--- config.mk ---
export PLATFORM = sky130hd
export DESIGN_NAME = reaction_timer_ctrl
export DESIGN_NICKNAME = d
export VERILOG_FILES = /design/src/rtl/reaction_pkg.sv /design/src/rtl/ms_tick_gen.sv /design/src/rtl/reaction_timer_ctrl.sv
export SDC_FILE = /design/constraint.sdc
export NUM_CORES = 1
export LEC_CHECK = 0
export CAP_MARGIN = 40
export CORE_MARGIN = 2
export CORE_UTILIZATION = 45
export CTS_CLUSTER_DIAMETER = 50
export DETAILED_ROUTE_END_ITERATION = 10
export PLACE_DENSITY = 0.57
export SLEW_MARGIN = 20
export SYNTH_ARGS = -nofsm -noshare
export SYNTH_HDL_FRONTEND = slang
export SYNTH_HIERARCHICAL = 1
export SYNTH_SLANG_ARGS = --single-unit
--- constraint.sdc ---
create_clock -name Clock -period 7.79 [get_ports Clock]
set_input_delay 2.337 -clock Clock [delete_from_list [all_inputs] [get_ports Clock]]
set_output_delay 2.337 -clock Clock [all_outputs]
set_load 0.005 [all_outputs]
--- src/rtl/reaction_pkg.sv ---
// Shared types and constants for the reaction timer sequencer.
// State encoding, LFSR taps and the default full-scale count.
package reaction_pkg;

  typedef logic [2:0] state_t;

  localparam state_t ST_IDLE  = 3'd0;
  localparam state_t ST_ARM   = 3'd1;
  localparam state_t ST_RUN   = 3'd2;
  localparam state_t ST_DONE  = 3'd3;
  localparam state_t ST_FAULT = 3'd4;

  // Fibonacci taps 16,14,13,11
  localparam logic [15:0] LFSR_TAPS = 16'hB400;

  localparam int MAX_MS_DEFAULT = 9999;

  function automatic logic [15:0] lfsr_next(
    input logic [15:0] s
  );
    return {s[14:0], ^(s & LFSR_TAPS)};
  endfunction

endpackage

--- src/rtl/ms_tick_gen.sv ---
// Free-running tick divider: one-Clock pulse every CLK_HZ/TICK_HZ Clocks.
// A restart clears the count so the next tick is one full period away.
module ms_tick_gen #(
  parameter int CLK_HZ  = 50_000_000,
  parameter int TICK_HZ = 1000
) (
  input  logic Clock,
  input  logic Resetn,
  input  logic restart,
  output logic tick
);

  localparam int DIV = CLK_HZ / TICK_HZ;
  localparam int CW  = (DIV > 1) ? $clog2(DIV) : 1;

  logic [CW-1:0] cnt_q;
  logic [CW-1:0] cnt_d;

  assign tick = (cnt_q == CW'(DIV - 1));

  always_comb begin
    cnt_d = cnt_q + 1'b1;
    if (restart || tick) begin
      cnt_d = '0;
    end
  end

  always_ff @(posedge Clock or negedge Resetn) begin
    if (!Resetn) begin
      cnt_q <= '0;
    end else begin
      cnt_q <= cnt_d;
    end
  end

endmodule

--- src/rtl/reaction_timer_ctrl.sv ---
// Reaction timer sequencer: random pre-delay, stimulus LED, 1 ms count enable.
// Optional false-start detection when REACTION_FALSE_START_EN is defined.
module reaction_timer_ctrl
  import reaction_pkg::*;
#(
  parameter int          CLK_HZ       = 50_000_000,
  parameter int          TICK_HZ      = 1000,
  parameter int          MIN_DELAY_MS = 1000,
  parameter int          RAND_BITS    = 10,
  parameter int          MAX_MS       = MAX_MS_DEFAULT,
  parameter logic [15:0] LFSR_SEED    = 16'hACE1
) (
  input  logic Clock,
  input  logic Resetn,
  input  logic Start,
  input  logic Stop,
  output logic BCD_Clear,
  output logic BCD_Enable,
  output logic LED,
  output logic Busy,
  output logic Timeout,
  output logic False_start
);

  localparam int DW = $clog2(MIN_DELAY_MS + (1 << RAND_BITS));
  localparam int MW = $clog2(MAX_MS + 1);

  state_t        state_q, state_d;
  logic          start_q, stop_q;
  logic          start_ev, stop_ev;
  logic [15:0]   lfsr_q;
  logic [DW-1:0] delay_q, delay_d;
  logic [DW-1:0] delay_load;
  logic [MW-1:0] ms_q, ms_d;
  logic          timeout_q, timeout_d;
  logic          tick;
  logic          restart;

  assign start_ev = Start & ~start_q;
  assign stop_ev  = Stop & ~stop_q;

  assign delay_load = DW'(MIN_DELAY_MS)
                    + DW'(lfsr_q[RAND_BITS-1:0]);

  // Divider realigns whenever ARM or RUN is entered
  assign restart = (state_d == ST_ARM && state_q != ST_ARM)
                || (state_d == ST_RUN && state_q != ST_RUN);

  ms_tick_gen #(
    .CLK_HZ  (CLK_HZ),
    .TICK_HZ (TICK_HZ)
  ) u_tick (
    .Clock   (Clock),
    .Resetn  (Resetn),
    .restart (restart),
    .tick    (tick)
  );

  always_ff @(posedge Clock or negedge Resetn) begin
    if (!Resetn) begin
      start_q <= 1'b0;
      stop_q  <= 1'b0;
      lfsr_q  <= LFSR_SEED;
    end else begin
      start_q <= Start;
      stop_q  <= Stop;
      lfsr_q  <= lfsr_next(lfsr_q);
    end
  end

  always_ff @(posedge Clock or negedge Resetn) begin
    if (!Resetn) begin
      state_q <= ST_IDLE;
    end else begin
      state_q <= state_d;
    end
  end

  always_ff @(posedge Clock or negedge Resetn) begin
    if (!Resetn) begin
      delay_q   <= '0;
      ms_q      <= '0;
      timeout_q <= 1'b0;
    end else begin
      delay_q   <= delay_d;
      ms_q      <= ms_d;
      timeout_q <= timeout_d;
    end
  end

  always_comb begin
    state_d   = state_q;
    delay_d   = delay_q;
    ms_d      = ms_q;
    timeout_d = timeout_q;
    unique case (state_q)
      ST_IDLE: begin
        if (start_ev) begin
          state_d = ST_ARM;
          delay_d = delay_load;
        end
      end
      ST_ARM: begin
`ifdef REACTION_FALSE_START_EN
        if (stop_ev) begin
          state_d = ST_FAULT;
        end else
`endif
        if (delay_q == '0
            || (tick && delay_q == DW'(1))) begin
          state_d = ST_RUN;
          delay_d = '0;
          ms_d    = '0;
        end else if (tick) begin
          delay_d = delay_q - 1'b1;
        end
      end
      ST_RUN: begin
        if (tick) begin
          ms_d = ms_q + 1'b1;
        end
        // Full scale reached on this tick beats a coincident Stop
        if (tick && ms_q == MW'(MAX_MS - 1)) begin
          state_d   = ST_DONE;
          timeout_d = 1'b1;
        end else if (stop_ev) begin
          state_d = ST_DONE;
        end
      end
      ST_DONE: begin
        if (start_ev) begin
          state_d   = ST_ARM;
          delay_d   = delay_load;
          timeout_d = 1'b0;
        end
      end
`ifdef REACTION_FALSE_START_EN
      ST_FAULT: begin
        if (start_ev) begin
          state_d = ST_ARM;
          delay_d = delay_load;
        end
      end
`endif
      default: begin
        state_d = ST_IDLE;
      end
    endcase
  end

  always_comb begin
    BCD_Clear  = 1'b0;
    BCD_Enable = 1'b0;
    LED        = 1'b0;
    Busy       = 1'b0;
    unique case (state_q)
      ST_IDLE: begin
        BCD_Clear = 1'b1;
      end
      ST_ARM: begin
        BCD_Clear = 1'b1;
        Busy      = 1'b1;
      end
      ST_RUN: begin
        LED        = 1'b1;
        Busy       = 1'b1;
        BCD_Enable = tick;
      end
      ST_DONE: begin
        BCD_Clear = 1'b0;
      end
`ifdef REACTION_FALSE_START_EN
      ST_FAULT: begin
        BCD_Clear = 1'b1;
      end
`endif
      default: begin
        BCD_Clear = 1'b1;
      end
    endcase
  end

  assign Timeout = timeout_q;

`ifdef REACTION_FALSE_START_EN
  assign False_start = (state_q == ST_FAULT);
`else
  assign False_start = 1'b0;
`endif

endmodule

## After elaboration in Yosys (flattened, before gate mapping)

Cells that the tools add are included.

- Register bits: 63
- Output and inout bits: 6
- Input port bits: 4

- Multiplexer cells: 20
- Reductions and logical operators: 19
- $add $sub $neg: 4
- Equal/unequal tests: 16
- Bitwise logic cells: 4

Operators with widths:

| cell | count |
|---|---|
| $mux 11 | 3 |
| $mux 14 | 2 |
| $pmux 14 s2 | 1 |
| $pmux 11 s2 | 1 |
| $add 16x1->16 const B | 1 |
| $eq 16x16->1 const B | 1 |
| $mux 16 | 1 |
| $reduce_xor 16->1 | 1 |
| $add 14x1->14 const B | 1 |
| $eq 14x14->1 const B | 1 |
| $mux 3 | 4 |
| $add 10x10->11 const A | 1 |
| $eq 11x1->1 const B | 1 |
| $logic_not 11->1 | 1 |
| $sub 11x1->11 const B | 1 |
| $eq 3x2->1 const B | 3 |
| $pmux 3 s3 | 1 |
| $reduce_and 3->1 | 3 |
| $ne 2x2->1 const B | 4 |
| $eq 3x1->1 const B | 2 |
| $mux 1 | 6 |
| $reduce_bool 2->1 | 3 |
| $reduce_or 2->1 | 3 |
| $logic_and 1x1->1 | 4 |
| 9 further kinds | 13 |

## Longest topological paths before layout

Gate-level depths: netlist (run 1).

- Depth in word-level cells: 10
- Gate-level depth with buffers: 13
- Depth with buffers taken out: 10

## Cells and area by module

The synthesis (run 1) kept the hierarchy.

By module, submodules not included:

| module | cells each | area each (sq um) | instances | seq. area each (sq um) |
|---|---|---|---|---|
| reaction_timer_ctrl | 238 | 2382.3 | 1 | 1186.1 |
| ms_tick_gen | 80 | 792.0 | 1 | 400.4 |

## Least setup slack after synthesis (run 1)

Ideal clock, no wire load.

- Kind: flip-flop to output port
- From: register u_tick.cnt_q[4]
- To: output BCD_Enable
- Slack: 3.855 ns
- Cell stages (with the launch flop): 5
- Required time: 5.453 ns
- Buffers on the path: 0
- Data arrival time: 1.598 ns
- Path through: dfrtp_1 or4b_1 nor4_2 nand2_2 inv_2

- Cells in the longest elaborated chain, start to end: 2

Ends and longest elaborated chain:

| element | RTL line | source |
|---|---|---|
| start: declaration | ms_tick_gen.sv:16 | `logic [CW-1:0] cnt_q;` |
| start signal: assignment | ms_tick_gen.sv:32 | `cnt_q <= cnt_d;` |
| $eq 16x16->1 | ms_tick_gen.sv:19 | `assign tick = (cnt_q == CW'(DIV - 1));` |
| net tick | reaction_timer_ctrl.sv:36 | `logic tick;` |
| $mux 1 | reaction_timer_ctrl.sv:156 | `unique case (state_q)` |
| end: declaration | reaction_timer_ctrl.sv:18 | `output logic BCD_Enable,` |

The timed path passes the listed nets, and every way through them passes these cells.

## Worst setup path after layout (run 1)

Ends and elaborated chain as after synthesis.

==> flow_summary.ini, run 1 <==
[sta]
final_hold_viol_count = 0
slew_violations = 0
relSlewSlack_pct = 43.0
skew_ns = 0.00875
period_share_pct = 64.6
max_freq_mhz = 199
layout_min_cycle_time_ns = 5.03
tightest_slew_ns = 0.855
finalSetupTns_ns = 0
setup_viol = 0
rsz0062_at_grt = no

[power_and_ir_drop]
peakVddDrop_mv = 0.105
p_leak_uw = 0.00145
powerDensity_nw_per_um2 = 217

[cts]
hold_buffers = 0
clk_latency_ns = 0.34
cts_tree = done
cts_max_path_buffers = 2
root_buffer = clkbuf_8
numCtsBuffers = 9
path_clk_slew_ns = 0.07
cts_max_level = 3
cts.sinks = 63
cts_resized = 0
cts_setup_buffers = 0

[run_status]
status = finished, final reports clean

[worst_setup_path]
required_ns = 5.45
path_max_fanout = 7
critPathCaptureType = output pin
cp.arrival_ns = 2.69
criticalPathCategory = flop to output pin
cp-start-kind = flop

[synthesis]
synth_cells = 318
ys_warn_count = 6
async_flop_share_pct = 100
ys.flop_type = dfrtp_1
syn-cell-area_um2 = 3170
ys_ff_latch = 63
syn_area_per_cell_um2 = 9.98
ys_seq_area_share_pct = 50.0
synth_edf_count = 0
synth_cell_types = 56

[placed_design]
portBuffers = 8
place.gp.congestion = 0.813
hpwl_mm = 4.01

[global_routing]
grt_max_degree = 64
grt_pass1_wl_mm = 10.3
grt_pass1_vias = 2199
overflow = 0
grt_antenna_before_repair = 0
grt_util_all_layers_pct = 17.3

[route]
dr.pass1.iters = 4
wl_per_cell_um = 14.1
initialDrtViolationCount = 95
via_count = 2291
detail-route-antenna-nets = 0
drc_errors = 0
drt-total-wl_mm = 6.06
viasPerCell = 5.33

[cells_and_area]
final_nets = 339
fillerInstances = 603
areaGrowthSynthToFinish_pct = 9.74
n_antenna_cell = 0
layout-drive-gt1-share_pct = 12.3
utilization_pct = 51.3

[floorplan]
die_y_um = 88.0
io-pin-count = 10
rows = 30
initial_core_util_pct = 46.7
dieWidth_um = 88.0
die_area_um2 = 7740
coreArea_um2 = 6790

[run]
maxCapViolCount = 0

[min_path]
hp-class = flop to flop
==> power by group <==
group	leakage, uW	switching, uW	internal (uW)
registers	0.000813	36.6	359
clock network	0.0000861	124	123
logic	0.000549	64.4	49.4
==> final timing paths <==
| kind | start | to | slack, ns | cells past startpoint |
|---|---|---|---|---|
| min in group asynchronous | Resetn | state_q[2] | 1.95 | 2 |
| worst max-delay path | u_tick/cnt_q[4] | BCD_Enable | 2.76 | 5 |
| worst max register to register | u_tick/cnt_q[4] | u_tick/cnt_q[13] | 3.91 | 8 |
| max in group asynchronous | Resetn | lfsr_q[0] | 5.26 | 3 |
| worst min register to register | lfsr_q[14] | lfsr_q[15] | 0.35 | 0 |
| worst min-delay path | lfsr_q[14] | lfsr_q[15] | 0.35 | 0 |
==> cell families after synthesis <==
| kind of cell | after synthesis | share of synthesized area, % |
|---|---|---|
| AND/OR/NAND/NOR | 137 | 23.0 |
| flip-flops | 63 | 50.0 |
| AO/OA/AOI/OAI | 58 | 12.3 |
| XOR/XNOR | 28 | 7.73 |
| buffers and inverters | 24 | 4.22 |
| adder cells (fa/ha/maj) | 6 | 2.36 |
| other | 1 | 0.118 |
| multiplexers | 1 | 0.315 |
==> per-layer routing <==
metal	wire length (um)	track usage [%]	part of all wire, %
met4	88	7.27	1.5
met2	2640	25.0	44
met3	219	4.71	3.6
met5	0	0	0
met1	3110	24.4	51
==> state kept, by name, summed over array words and instances, names as in the netlist <==
name,cells
delay_q,11
state_q,3
lfsr_q,16
u_tick/cnt_q,16
stop_q,1
start_q,1
Timeout,1
ms_q,14
==> final cells by class <==
cell class / instances / area (um2) / area share [%]
Clock buffer: 12 / 145 / 4.17
Timing Repair Buffer: 10 / 103 / 2.95
Multi-Input combinational cell: 232 / 1460 / 41.8
Sequential cell: 63 / 1590 / 45.5
Tap cell: 96 / 120 / 3.45
Inverter: 13 / 48.8 / 1.40
Clock inverter: 4 / 22.5 / 0.647
==> synth_stat cells, types with 2 or more instances <==
| cell | count | area (um2) |
|---|---|---|
| a21o_1 | 3 | 22.5 |
| a21oi_1 | 14 | 70.1 |
| a22o_1 | 5 | 43.8 |
| buf_2 | 2 | 10.0 |
| buf_6 | 5 | 56.3 |
| clkbuf_1 | 3 | 11.3 |
| dfrtp_1 | 55 | 1380 |
| dfstp_2 | 8 | 210 |
| ha_1 | 6 | 75.1 |
| inv_1 | 11 | 41.3 |
| inv_2 | 2 | 7.51 |
| nand2_1 | 25 | 93.8 |
| nand2b_1 | 3 | 18.8 |
| nand3_1 | 16 | 80.1 |
| nand4_1 | 8 | 50.1 |
| nand4b_1 | 2 | 17.5 |
| nor2_1 | 32 | 120 |
| nor2b_1 | 2 | 12.5 |
| nor3_1 | 13 | 65.1 |
| nor4_1 | 10 | 62.6 |
| nor4_2 | 2 | 25.0 |
| o21ai_0 | 9 | 45.0 |
| o21ai_1 | 9 | 45.0 |
| o2bb2ai_1 | 2 | 17.5 |
| o32ai_1 | 3 | 26.3 |
| or2_2 | 4 | 25.0 |
| or3_1 | 5 | 31.3 |
| or4_1 | 3 | 22.5 |
| or4_4 | 2 | 22.5 |
| or4b_1 | 2 | 20.0 |
| xnor2_1 | 22 | 193 |
| xor2_1 | 6 | 52.6 |
==> layout by cell type (no fill, tap or decap), types with 2 or more instances in the layout <==
cell type	Yosys	layout
dfstp_2	8	8
o2bb2ai_1	2	2
nor3_1	13	13
xnor2_1	22	22
dfrtp_1	55	55
clkbuf_1	3	2
nand3_1	16	16
inv_1	11	11
or4b_1	2	2
nand4_1	8	8
clkinv_2	0	3
o21ai_0	9	9
o21ai_1	9	9
nor4_2	2	2
clkdlybuf4s50_1	0	7
clkbuf_8	0	10
nand2b_1	3	3
nand4b_1	2	2
or2_2	4	4
a21oi_1	14	14
a21o_1	3	3
or4_1	3	3
nor2_1	32	32
nand2_1	25	25
a22o_1	5	5
nor2b_1	2	2
or4_4	2	2
nor4_1	10	10
conb_1	1	2
or3_1	5	5
o32ai_1	3	3
xor2_1	6	6
ha_1	6	6
inv_2	2	2
==> per-stage QoR <==
| stage | cell area, um2 | std cells | total power (uW) | setup WS (ns) | hold WS (ns) |
|---|---|---|---|---|---|
| after floorplan | 3180 | 319 | 489 | 3.85 | 0.333 |
| after global placement | 3300 | 413 | 512 | 3.11 | 0.333 |
| after detailed placement | 3300 | 413 | 514 | 3.09 | 0.347 |
| after CTS | 3460 | 429 | 765 | 2.72 | 0.355 |
| after global routing | 3480 | 430 | 802 | 2.49 | 0.362 |
| final | 3480 | 430 | 757 | 2.76 | 0.352 |
==> critical path, stage by stage, from the launching register on <==
cell and delay [ns]:
dfrtp_1 0.41, or4b_1 0.54, nor4_2 0.54, nand2_2 0.19, inv_2 0.16, clkdlybuf4s50_1 0.51
No activity file was read; power rests on OpenSTA's default activity.
==> run 2, diff against run 1 <==
==> constraint.sdc (replaced) <==
create_clock -name Clock -period 5.1 [get_ports Clock]
set_input_delay 1.53 -clock Clock [delete_from_list [all_inputs] [get_ports Clock]]
set_output_delay 1.53 -clock Clock [all_outputs]
set_load 0.005 [all_outputs]
==> run 2 against run 1 <==
Against the previous run:
- die area did not move
- setup slack lost 2.0 ns
- routed wire length rose by 1.8%
- first-iteration DRC count up 59%
- cell area grew 0.86%
- clock power up 71%
- critical endpoint unchanged
- clock skew barely moved
- register-to-register slack got worse by 2.7 ns
- via count up 0.74%
- sequential cell count stayed put
- sequential share of layout area decreased by 0.39 points
==> flow_summary.ini, run 2 (synthesis gave the netlist of run 1 again) <==
[run_status]
status = finished, final reports clean

[cts]
root_buffer = clkbuf_8
clk_latency_ns = 0.33
cts_max_level = 3
numCtsBuffers = 9
path_clk_slew_ns = 0.07
cts.sinks = 63
cts_setup_buffers = 0
hold_buffers = 0
cts_max_path_buffers = 2
cts_tree = done
cts_resized = 0

[worst_setup_path]
path_max_fanout = 7
worst_path_max_delay_cell = nor4_2
rrSetupSlack_ns = 1.18
required_ns = 3.57
cp-start-kind = flop
cp.arrival_ns = 2.76
criticalPathCategory = flop to output pin
critPathCaptureType = output pin
cp_top_family = simple AND/OR/NAND/NOR gates
worstPathCellList = or4b_1, nor4_2, nand2_2, inv_2, clkdlybuf4s50_1
crit_buf_inv = 2
slowest_delay_ns = 0.59

[cells_and_area]
fillerInstances = 622
layout_commonest_cell = dfrtp_1
final_cell_mix = 55 x dfrtp_1, 32 x nor2_1, 25 x nand2_1
final_nets = 340
top_regs = lfsr_q (16), u_tick/cnt_q (16), ms_q (14)
layout-drive-gt1-share_pct = 12.5
n_antenna_cell = 0
areaGrowthSynthToFinish_pct = 10.7
utilization_pct = 51.7
final_area_um2 = 3510

[sta]
max_freq_mhz = 233
rsz0062_at_grt = no
skew_ns = 0.00905
relSlewSlack_pct = 48.5
tightest_slew_ns = 0.769
period_share_pct = 84.2
layout_min_cycle_time_ns = 4.29
final_hold_viol_count = 0
setup_viol = 0
slew_violations = 0
finalSetupTns_ns = 0

[route]
dr.pass1.iters = 4
drc_errors = 0
via_count = 2308
detail-route-antenna-nets = 0
drt-total-wl_mm = 6.17
initialDrtViolationCount = 151
wl_per_cell_um = 14.3
viasPerCell = 5.35

[power_and_ir_drop]
powerDensity_nw_per_um2 = 342
p_leak_uw = 0.00147
peakVddDrop_mv = 0.139

[floorplan]
coreArea_um2 = 6790
die_area_um2 = 7740
dieWidth_um = 88.0
io-pin-count = 10
rows = 30
initial_core_util_pct = 46.7
die_y_um = 88.0

[global_routing]
grt_util_all_layers_pct = 17.8
grt_pass1_vias = 2189
grtUsageMet1_pct = 23.6
grt_pass1_wl_mm = 10.4
met3_usage_pct = 5.94
gr-max-usage-layer = met2
overflow = 0
grt_use_met2_pct = 27.8
grt_antenna_before_repair = 0
grt_max_degree = 25

[run]
maxCapViolCount = 0

[placed_design]
dpl_cell_area_um2 = 3320
portBuffers = 8
place.gp.congestion = 0.762
hpwl_mm = 4.18

[min_path]
hp-class = flop to flop
==> run 2: cell type report <==
type                    count  area (um2)  share of cell area, %
clock buffers              12         145                   4.13
repair buffers             11         110                   3.13
well taps                  96         120                   3.42
flip-flops and latches     63        1590                   45.2
multi-input cells         232        1460                   41.5
clock inverters             4        45.0                   1.28
inverters                  13        48.8                   1.39
==> run 2: power by group <==
part           internal [uW]  switching [uW]  leakage, uW
combinational           76.3            99.0     0.000554
sequential               549            56.7     0.000813
clock                    237             185     0.000100
total                    862             341      0.00147
==> run 2: stage by stage <==
| step | power [uW] | cells | worst slack [ns] | hold WS [ns] |
|---|---|---|---|---|
| global route | 1280 | 431 | 0.645 | 0.369 |
| CTS | 1220 | 430 | 0.773 | 0.365 |
| floorplan | 747 | 319 | 1.97 | 0.333 |
| finish | 1200 | 431 | 0.806 | 0.361 |
| detailed placement | 787 | 414 | 1.13 | 0.348 |
| global placement | 782 | 413 | 1.21 | 0.341 |
==> run 2: worst reg2reg max path: stages (launching register included) <==
cell	delay [ns]
dfrtp_1	0.41
or4b_1	0.54
nor4_2	0.59
a21oi_1	0.26
or4_4	0.62
nor2_1	0.62
a21o_1	0.18
or2_1	0.45
nor2_1	0.12
==> run 2: routing by layer <==
metal / up-vias / routed length [um] / share of wire, %
met5: - / 0 / 0
met1: 1104 / 3090 / 50
li1: 1164 / - / -
met2: 34 / 2770 / 45
met3: 6 / 227 / 3.7
met4: 0 / 76 / 1.2
==> run 2: final timing paths <==
path	startpoint	cells past startpoint	endpoint
min in group asynchronous	Resetn	1	start_q
max reg2reg	u_tick/cnt_q[4]	8	u_tick/cnt_q[4]
max	u_tick/cnt_q[4]	5	BCD_Enable
min reg2reg	lfsr_q[14]	0	lfsr_q[15]
max in group asynchronous	Resetn	3	lfsr_q[10]
min	lfsr_q[14]	0	lfsr_q[15]
